<file path="src/rtl/memory_access_cycle_pkg.sv">
// Shared definitions for the memory stage: access encodings, FSM states,
// datapath widths and the access-legality rule used by the stage.
package memory_access_cycle_pkg;

    localparam int XLEN       = 32;
    localparam int REG_ADDR_W = 5;

    // Load encodings (funct3)
    localparam logic [2:0] F3_LB  = 3'b000;
    localparam logic [2:0] F3_LH  = 3'b001;
    localparam logic [2:0] F3_LW  = 3'b010;
    localparam logic [2:0] F3_LBU = 3'b100;
    localparam logic [2:0] F3_LHU = 3'b101;

    // Store encodings (funct3)
    localparam logic [2:0] F3_SB  = 3'b000;
    localparam logic [2:0] F3_SH  = 3'b001;
    localparam logic [2:0] F3_SW  = 3'b010;

    // Bus FSM states
    localparam logic [0:0] ST_IDLE = 1'b0;
    localparam logic [0:0] ST_WAIT = 1'b1;

    // An access is legal when funct3 names a supported size for its
    // direction and the address is naturally aligned for that size.
    function automatic logic access_legal(input logic       is_store,
                                          input logic [2:0] f3,
                                          input logic [1:0] addr_lo);
        logic ok;
        ok = 1'b0;
        if (is_store) begin
            case (f3)
                F3_SB:   ok = 1'b1;
                F3_SH:   ok = ~addr_lo[0];
                F3_SW:   ok = (addr_lo == 2'b00);
                default: ok = 1'b0;
            endcase
        end else begin
            case (f3)
                F3_LB, F3_LBU: ok = 1'b1;
                F3_LH, F3_LHU: ok = ~addr_lo[0];
                F3_LW:         ok = (addr_lo == 2'b00);
                default:       ok = 1'b0;
            endcase
        end
        return ok;
    endfunction

endpackage

</file>
<file path="src/rtl/memory_access_cycle_load_align.sv">
// Load data alignment: picks the addressed byte/halfword out of the bus
// word and sign- or zero-extends it according to funct3.
module memory_access_cycle_load_align
    import memory_access_cycle_pkg::*;
(
    input  logic [XLEN-1:0] rdata,
    input  logic [1:0]      addr_lo,
    input  logic [2:0]      funct3,
    output logic [XLEN-1:0] data
);

    logic [7:0]  sel_byte;
    logic [15:0] sel_half;

    // Lane selection and extension of the returned word
    always_comb begin
        case (addr_lo)
            2'd0:    sel_byte = rdata[7:0];
            2'd1:    sel_byte = rdata[15:8];
            2'd2:    sel_byte = rdata[23:16];
            default: sel_byte = rdata[31:24];
        endcase
        sel_half = addr_lo[1] ? rdata[31:16] : rdata[15:0];

        case (funct3)
            F3_LB:   data = {{24{sel_byte[7]}}, sel_byte};
            F3_LH:   data = {{16{sel_half[15]}}, sel_half};
            F3_LW:   data = rdata;
            F3_LBU:  data = {24'd0, sel_byte};
            F3_LHU:  data = {16'd0, sel_half};
            default: data = '0;
        endcase
    end

endmodule

</file>
<file path="src/rtl/memory_access_cycle.sv">
// Memory stage of the 5-stage RISC-V pipeline. Issues loads/stores on a
// req/ready data bus, stalls upstream during wait states, aborts on a
// wait-state timeout, and registers everything writeback consumes.
module memory_access_cycle
    import memory_access_cycle_pkg::*;
#(
    parameter int TIMEOUT_CYC = 255
) (
    input  logic                  clk,
    input  logic                  rst,
    input  logic                  ValidM,
    input  logic                  RegWriteM,
    input  logic                  MemWriteM,
    input  logic                  ResultSrcM,
    input  logic [2:0]            funct3M,
    input  logic [REG_ADDR_W-1:0] RDM,
    input  logic [XLEN-1:0]       ALU_ResultM,
    input  logic [XLEN-1:0]       WriteDataM,
    input  logic [XLEN-1:0]       PCPlus4M,
    output logic                  StallM,
    output logic                  dmem_req,
    output logic                  dmem_we,
    output logic [XLEN-1:0]       dmem_addr,
    output logic [3:0]            dmem_be,
    output logic [XLEN-1:0]       dmem_wdata,
    input  logic                  dmem_ready,
    input  logic [XLEN-1:0]       dmem_rdata,
    output logic                  ValidW,
    output logic                  RegWriteW,
    output logic                  ResultSrcW,
    output logic [REG_ADDR_W-1:0] RDW,
    output logic [XLEN-1:0]       ALU_ResultW,
    output logic [XLEN-1:0]       ReadDataW,
    output logic [XLEN-1:0]       PCPlus4W,
    output logic                  ExceptW,
    output logic                  BusErrW
);

    // Wait counter is sized to hold TIMEOUT_CYC; with the timeout disabled
    // it is a single unused bit.
    localparam int              CNT_W   = (TIMEOUT_CYC < 2) ? 1 : $clog2(TIMEOUT_CYC + 1);
    localparam logic [CNT_W-1:0] CNT_LIM = CNT_W'(TIMEOUT_CYC);
    localparam logic [CNT_W-1:0] CNT_ONE = CNT_W'(1);

    logic [0:0]       state;
    logic [CNT_W-1:0] wait_cnt;

    logic             mem_op;
    logic             legal;
    logic             mem_legal;
    logic             mem_illegal;
    logic             is_load;
    logic             timeout_abort;
    logic [XLEN-1:0]  load_data;

    assign mem_op      = ValidM & (MemWriteM | ResultSrcM);
    assign is_load     = ResultSrcM & ~MemWriteM;
    assign legal       = access_legal(MemWriteM, funct3M, ALU_ResultM[1:0]);
    assign mem_legal   = mem_op & legal;
    assign mem_illegal = mem_op & ~legal;

    // Abort fires on the cycle the counter has reached the limit and the
    // bus still has not answered; a late ready on that cycle still wins.
    assign timeout_abort = (TIMEOUT_CYC != 0) && (state == ST_WAIT) &&
                           !dmem_ready && (wait_cnt == CNT_LIM);

    // Reset gates the request combinationally so it drops the moment rst
    // asserts, not at the next clock.
    assign dmem_req  = rst & mem_legal & ~timeout_abort;
    assign StallM    = rst & mem_legal & ~dmem_ready & ~timeout_abort;
    assign dmem_we   = dmem_req & MemWriteM;
    assign dmem_addr = {ALU_ResultM[XLEN-1:2], 2'b00};

    // Store lane replication and byte enables, derived from access size
    always_comb begin
        case (funct3M[1:0])
            2'b00: begin
                dmem_be    = 4'b0001 << ALU_ResultM[1:0];
                dmem_wdata = {4{WriteDataM[7:0]}};
            end
            2'b01: begin
                dmem_be    = 4'b0011 << {ALU_ResultM[1], 1'b0};
                dmem_wdata = {2{WriteDataM[15:0]}};
            end
            default: begin
                dmem_be    = 4'b1111;
                dmem_wdata = WriteDataM;
            end
        endcase
    end

    memory_access_cycle_load_align u_load_align (
        .rdata   (dmem_rdata),
        .addr_lo (ALU_ResultM[1:0]),
        .funct3  (funct3M),
        .data    (load_data)
    );

    // Bus FSM: tracks outstanding requests and counts wait states
    always_ff @(posedge clk or negedge rst) begin
        if (!rst) begin
            state    <= ST_IDLE;
            wait_cnt <= '0;
        end else begin
            case (state)
                ST_IDLE: begin
                    if (mem_legal && !dmem_ready) begin
                        state    <= ST_WAIT;
                        wait_cnt <= CNT_ONE;
                    end
                end
                default: begin
                    if (dmem_ready || timeout_abort || !mem_legal) begin
                        state    <= ST_IDLE;
                        wait_cnt <= '0;
                    end else if (wait_cnt != CNT_LIM) begin
                        wait_cnt <= wait_cnt + CNT_ONE;
                    end
                end
            endcase
        end
    end

    // ---- M -> W pipeline boundary ----
    // Writeback register: bubble while stalled or empty, else capture M
    always_ff @(posedge clk or negedge rst) begin
        if (!rst) begin
            ValidW      <= 1'b0;
            RegWriteW   <= 1'b0;
            ResultSrcW  <= 1'b0;
            RDW         <= '0;
            ALU_ResultW <= '0;
            ReadDataW   <= '0;
            PCPlus4W    <= '0;
            ExceptW     <= 1'b0;
            BusErrW     <= 1'b0;
        end else if (StallM) begin
            ValidW    <= 1'b0;
            RegWriteW <= 1'b0;
            ExceptW   <= 1'b0;
            BusErrW   <= 1'b0;
        end else if (!ValidM) begin
            ValidW      <= 1'b0;
            RegWriteW   <= 1'b0;
            ResultSrcW  <= 1'b0;
            RDW         <= '0;
            ALU_ResultW <= '0;
            ReadDataW   <= '0;
            PCPlus4W    <= '0;
            ExceptW     <= 1'b0;
            BusErrW     <= 1'b0;
        end else begin
            ValidW      <= 1'b1;
            RegWriteW   <= RegWriteM & ~mem_illegal & ~timeout_abort;
            ResultSrcW  <= ResultSrcM;
            RDW         <= RDM;
            ALU_ResultW <= ALU_ResultM;
            ReadDataW   <= (is_load && legal && !timeout_abort) ? load_data : '0;
            PCPlus4W    <= PCPlus4M;
            ExceptW     <= mem_illegal;
            BusErrW     <= timeout_abort;
        end
    end

endmodule

</file>
<file path="config.mk">
export PLATFORM = sky130hd
export DESIGN_NAME = memory_access_cycle
export DESIGN_NICKNAME = d
export VERILOG_FILES = /design/src/rtl/memory_access_cycle_pkg.sv /design/src/rtl/memory_access_cycle_load_align.sv /design/src/rtl/memory_access_cycle.sv
export SDC_FILE = /design/constraint.sdc
export NUM_CORES = 1
export LEC_CHECK = 0
export CORE_ASPECT_RATIO = 0.7
export CORE_MARGIN = 5
export CORE_UTILIZATION = 43
export DETAILED_ROUTE_END_ITERATION = 10
export PLACE_DENSITY = 0.87
export SLEW_MARGIN = 20
export SYNTH_ARGS = -nofsm -noshare
export SYNTH_HDL_FRONTEND = slang
export SYNTH_SLANG_ARGS = --single-unit
export TNS_END_PERCENT = 20
</file>
<file path="constraint.sdc">
create_clock -name clk -period 3.28 [get_ports clk]
set_input_delay 0.656 -clock clk [delete_from_list [all_inputs] [get_ports clk]]
set_output_delay 0.656 -clock clk [all_outputs]
set_load 0.03 [all_outputs]
</file>
; After elaboration in Yosys (flattened, before gate mapping)
; Cells that the tools add are included.
[word_totals]
ff_bits = 115
in_bits = 143
out_inout_bits = 177
word_cells = 88
[classes]
addsub = 1
eq_ne = 10
shift = 2
mux = 29
n_bitwise = 18
reduce_logical = 17
[op_table]
columns = operator, count
row1 = $pmux W32 S5, 1
row2 = $mux W32, 4
row3 = $pmux W32 S2, 1
row4 = $mux W8, 4
row5 = $pmux W8 S3, 1
row6 = $mux W16, 1
row7 = $mux W1, 13
row8 = $and A1 B1 Y1, 11
row9 = $add A8 B1 Y8 const B, 1
row10 = $eq A8 B8 Y1 const B, 1
row11 = $ne A8 B8 Y1 const B, 1
row12 = $pmux W4 S2, 1
row13 = $eq A3 B3 Y1 const B, 2
row14 = $not A1 Y1, 6
row15 = $pmux W1 S3, 2
row16 = $logic_and A1 B1 Y1, 5
row17 = $mux W5, 1
row18 = $eq A2 B1 Y1 const B, 2
row19 = $logic_not A2 Y1, 2
row20 = $reduce_or A2 Y1, 2
row21 = $shl A1 B2 Y4 const A, 1
row22 = $shl A2 B2 Y4 const A, 1
row23 = $eq A3 B1 Y1 const B, 1
row24 = $eq A3 B2 Y1 const B, 1
row25 = other kinds (8), 11

; Logic depth before layout (Yosys ltp)
[logic_depth]
word_depth = 11
depth_mapped = 9

; Cells and area by module
; From an unflattened synthesis, not the netlist that was laid out.
[hier_totals]
cells_unflattened = 736
hier_area_um2 = 7124.3
[modules_own_cells]
columns = module, n_inst, cells_each, area_per_inst_um2
row1 = memory_access_cycle, 1, 603, 6079.6
row2 = memory_access_cycle_load_align, 1, 133, 1044.8

; Least setup slack after synthesis
; OpenSTA, ideal clock, no wires.
[synth_path]
path_kind = input to output
startpoint = input port funct3M[0]
endpoint = output port StallM
t_arrival_ns = 2.062
t_required_ns = 2.624
slack_ns = 0.562
stages = 6
path_buffers = 3
path_cell_list = buf_2 > a221oi_1 > nor2_1 > and4bb_1 > buf_4 > buf_2
[synth_via]
elab_chain_len = 8
elab_cells_between_ends = 14
classes_between = eq/ne (4) / mux (3) / bitwise (4) / reduce/logical (3)
[synth_lines]
columns = element, line
row1 = "start, declared", memory_access_cycle.sv:15  ; input logic [2:0] funct3M,
row2 = $eq A3 B1 Y1 (tied with other cells), "memory_access_cycle_pkg.sv:32, memory_access_cycle_pkg.sv:39"
row3 = $reduce_or A2 Y1, memory_access_cycle_pkg.sv:39  ; case (f3)
row4 = $pmux W1 S3, memory_access_cycle_pkg.sv:39
row5 = $mux W1 (*), memory_access_cycle_pkg.sv:31  ; if (is_store) begin
row6 = $and A1 B1 Y1 (*), memory_access_cycle.sv:59  ; assign mem_legal = mem_op & legal;
row7 = $and A1 B1 Y1 (*) (3 in series), memory_access_cycle.sv:70  ; assign StallM = rst & mem_legal & ~dmem_ready & ~timeout_abort;
row8 = "end, declared", memory_access_cycle.sv:20  ; output logic StallM,
; Every way passes the cells marked *; elsewhere a longest branch is shown, timed or not.

; Worst setup path in the final report
[layout_path]
startpoint = input port funct3M[1]
endpoint = output port StallM
; Same word-level chain as after synthesis.

==> qor.csv <==
stage,metric,value,unit
route,vias_per_cell,5.129,
layout,syn_to_final_growth,61.03,%
clock_network,cts_setup_buffers,0,
worst_setup_path,crit_family,buffers and inverters,
pwr,ir_drop,0.3127,mV
sta,layout_min_cycle_time,3098,ps
global_route,grt_max_degree,91,
layout,drive_gt1_share,14.50,%
layout,final_cell_mix,"clkdlybuf4s50_1 (298), nand2_1 (190), dfrtp_1 (115)",
placed_design,gp_congestion,0.8880,
logic_synthesis,synth.distinct_cells,43,
layout,post-route-util,71.27,%
worst_setup_path,crit_required,2620,ps
sta,timing.final.crit_share,94.44,%
logic_synthesis,ys_seq_area_share,48.84,%
worst_setup_path,r2r_setup_slack,760,ps
layout,final_common_cell,clkdlybuf4s50_1,
placed_design,portBuffers,317,
worst_setup_path,reg2reg_depth,6,
sta,rsz0062_at_grt,false,
floorplan,die_height,107.9,µm
run_status,status,"finished, final reports clean",
logic_synthesis,avgSynthCellArea,9.323,µm²
layout,nets,1049,
clock_network,clk_latency,400,ps
sta,clock_skew,8.184,ps
clock_network,hold_buffers,0,
worst_setup_path,cp_common_cell,buf_4,
placed_design,dp_cells,1071,
floorplan,start_util,44.26,%
sta,max_slew_margin,44.12,%
global_route,antenna_found_initial,0,
global_route,grt_pass1_vias,5752,
layout,seq_area,2878,µm²
route,drc,0,
logic_synthesis,netlist_area,5892,µm²
sta,slew_viol_final,0,
sta,tightest_slew,838.1,ps
sta,setup_tns,0,ps
logic_synthesis,ys_warn_count,0,
logic_synthesis,synth-seq-cells,115,
clock_network,cts_resized,0,
logic_synthesis,synthCells,632,
layout,stdcell_count,1102,
job,maxCapViolCount,0,
clock_network,cts_tree,built,
clock_network,root_buffer,clkbuf_16,
route,routed_wl,20.90,mm
floorplan,io_pins,320,
worst_setup_path,worst-path-buf-inv,3,
layout,fill_cells,1014,
worst_setup_path,cp.arrival,2440,ps
route,vias,5652,
layout,multi_input_area,2480,µm²
placed_design,dp_hpwl,15.90,mm
floorplan,rows,35,
floorplan,dieArea,16180,µm²
pwr,power.total,0.004286,W
clock_network,clkTransAtPathRegs,50,ps
route,antenna_left,0,
clock_network,clockBufferDepth,2,
worst_setup_path,critical-path-max-stage-delay,440,ps
floorplan,die_x,149.9,µm
worst_setup_path,worstSetupStartpoint,funct3M[1],
worst_setup_path,path_depth,6,
worst_setup_path,cp-start-kind,input pin,
sta,finalSetupViolations,0,
route,drt_first_pass_iters,5,
global_route,grt_pass1_wl,31.62,mm
pwr,powerDensity,451.8,nW/µm²
global_route,grt_usage,25.17,%
pwr,power.leakage,3.961,nW
worst_setup_path,endpoint_kind,output pin,
worst_hold_path,worst_hold_path_type,input pin to asynchronous set/reset pin,
worst_setup_path,critPathKind,input pin to output pin,
worst_setup_path,crit_path_cell_trace,clkdlybuf4s50_1 -> buf_4 -> a221oi_1 -> nor2_1 -> and4bb_4 -> buf_4,
placed_design,dpl_cell_area,8895,µm²
worst_setup_path,r2r_end,ReadDataW[0],
worst_setup_path,cpMaxStageDelayCell,and4bb_4,
sta,max_clock_freq,0.3228,GHz
floorplan,coreArea,13310,µm²
clock_network,numCtsBuffers,17,
clock_network,cts.sinks,115,
route,wl_per_cell,18.96,µm
layout,finalInstanceArea,9488,µm²
worst_setup_path,path_max_fanout,8,
clock_network,h-tree-depth,4,
sta,hold_viol,0,
global_route,globalRouteOverflowTotal,0,
worst_setup_path,timing.rr.start,wait_cnt[0],
layout,n_antenna_cell,0,
route,drtIter0Drc,304,
[layout make-up]
| cell class | instances | area share [%] |
|---|---|---|
| well taps | 185 | 2.440 |
| clock inverters | 10 | 1.398 |
| inverters | 4 | 0.1582 |
| multi-input cells | 431 | 26.14 |
| flip-flops and latches | 115 | 30.33 |
| clock buffers | 21 | 4.853 |
| repair buffers | 336 | 34.68 |
[flip-flops by register name (all words and copies together), names as in the netlist, 5 cells and up]
signal and flops:
wait_cnt 8, PCPlus4W 32, RDW 5, ReadDataW 32, ALU_ResultW 32
[power breakdown]
part           switching [W]  total [W]  internal [W]
registers          0.0000347    0.00152       0.00148
clock network       0.000625    0.00185       0.00122
logic               0.000502   0.000922      0.000421
total                0.00116    0.00429       0.00312
[logic make-up after synthesis]
| kind of cell | synth area share (%) |
|---|---|
| and+or+nand+nor | 16.03 |
| AOI/OAI and AO/OA | 17.48 |
| DFF | 48.84 |
| buffers and inverters | 9.280 |
| muxes | 7.794 |
| xor gates and xnor gates | 0.2974 |
| adders and majority gates | 0.2123 |
| other | 0.06365 |
[how the worst max path moves through the flow]
stage	to
6_report	StallM
2_1_floorplan	StallM
3_3_place_gp	ReadDataW[1]
3_5_place_dp	ReadDataW[0]
4_1_cts	StallM
5_1_grt	StallM
[worst reg2reg max path, delay by kind of cell, from the launching register on]
family	cells	cell delay [ps]
fa+ha+maj	1	220
flops	1	390
compound gates	1	280
simple gates	4	1550
[per-layer routing]
metal  vias up  part of all wire, %  GRT usage [%]
met4         0                  1.8          7.180
met3        28                   11          9.887
li1       2671                    -              -
met5         -                    0              0
met1      2667                   39          30.35
met2       286                   48          42.15
[through the flow]
| stage | worst slack, ps | hold slack [ps] |
|---|---|---|
| 2_1_floorplan | 562.2 | 360.4 |
| 3_3_place_gp | 221.8 | 460.3 |
| 3_5_place_dp | 101.5 | 469.0 |
| 4_1_cts | 183.6 | 392.9 |
| 5_1_grt | 14.81 | 428.0 |
| 6_report | 182.4 | 380.2 |
[Yosys cell counts (all sizes together)]
master	count	area share, %
inv	4	0.25
a21oi	20	1.7
a22oi	7	0.89
nand2	190	12
or4b	1	0.23
mux2	17	3.2
xor2	2	0.30
nor4bb	1	0.17
conb	1	0.064
o2111ai	1	0.15
ha	1	0.21
and3	2	0.21
o21ai	119	12
dfrtp	115	49
o221a	1	0.19
a221oi	9	1.3
and2	3	0.32
clkbuf	22	1.4
mux4	7	2.7
and4bb	1	0.21
nor4b	1	0.15
o31ai	2	0.25
nand4b	1	0.15
nor3	3	0.45
nor2b	4	0.42
a22o	1	0.15
or2	3	0.32
nor4	2	0.21
nand3	2	0.25
a21o	1	0.13
a2111oi	2	0.51
mux2i	11	1.9
a2bb2oi	1	0.15
buf	61	7.6
nor2	13	0.83
(Power assumes the default switching activity.)
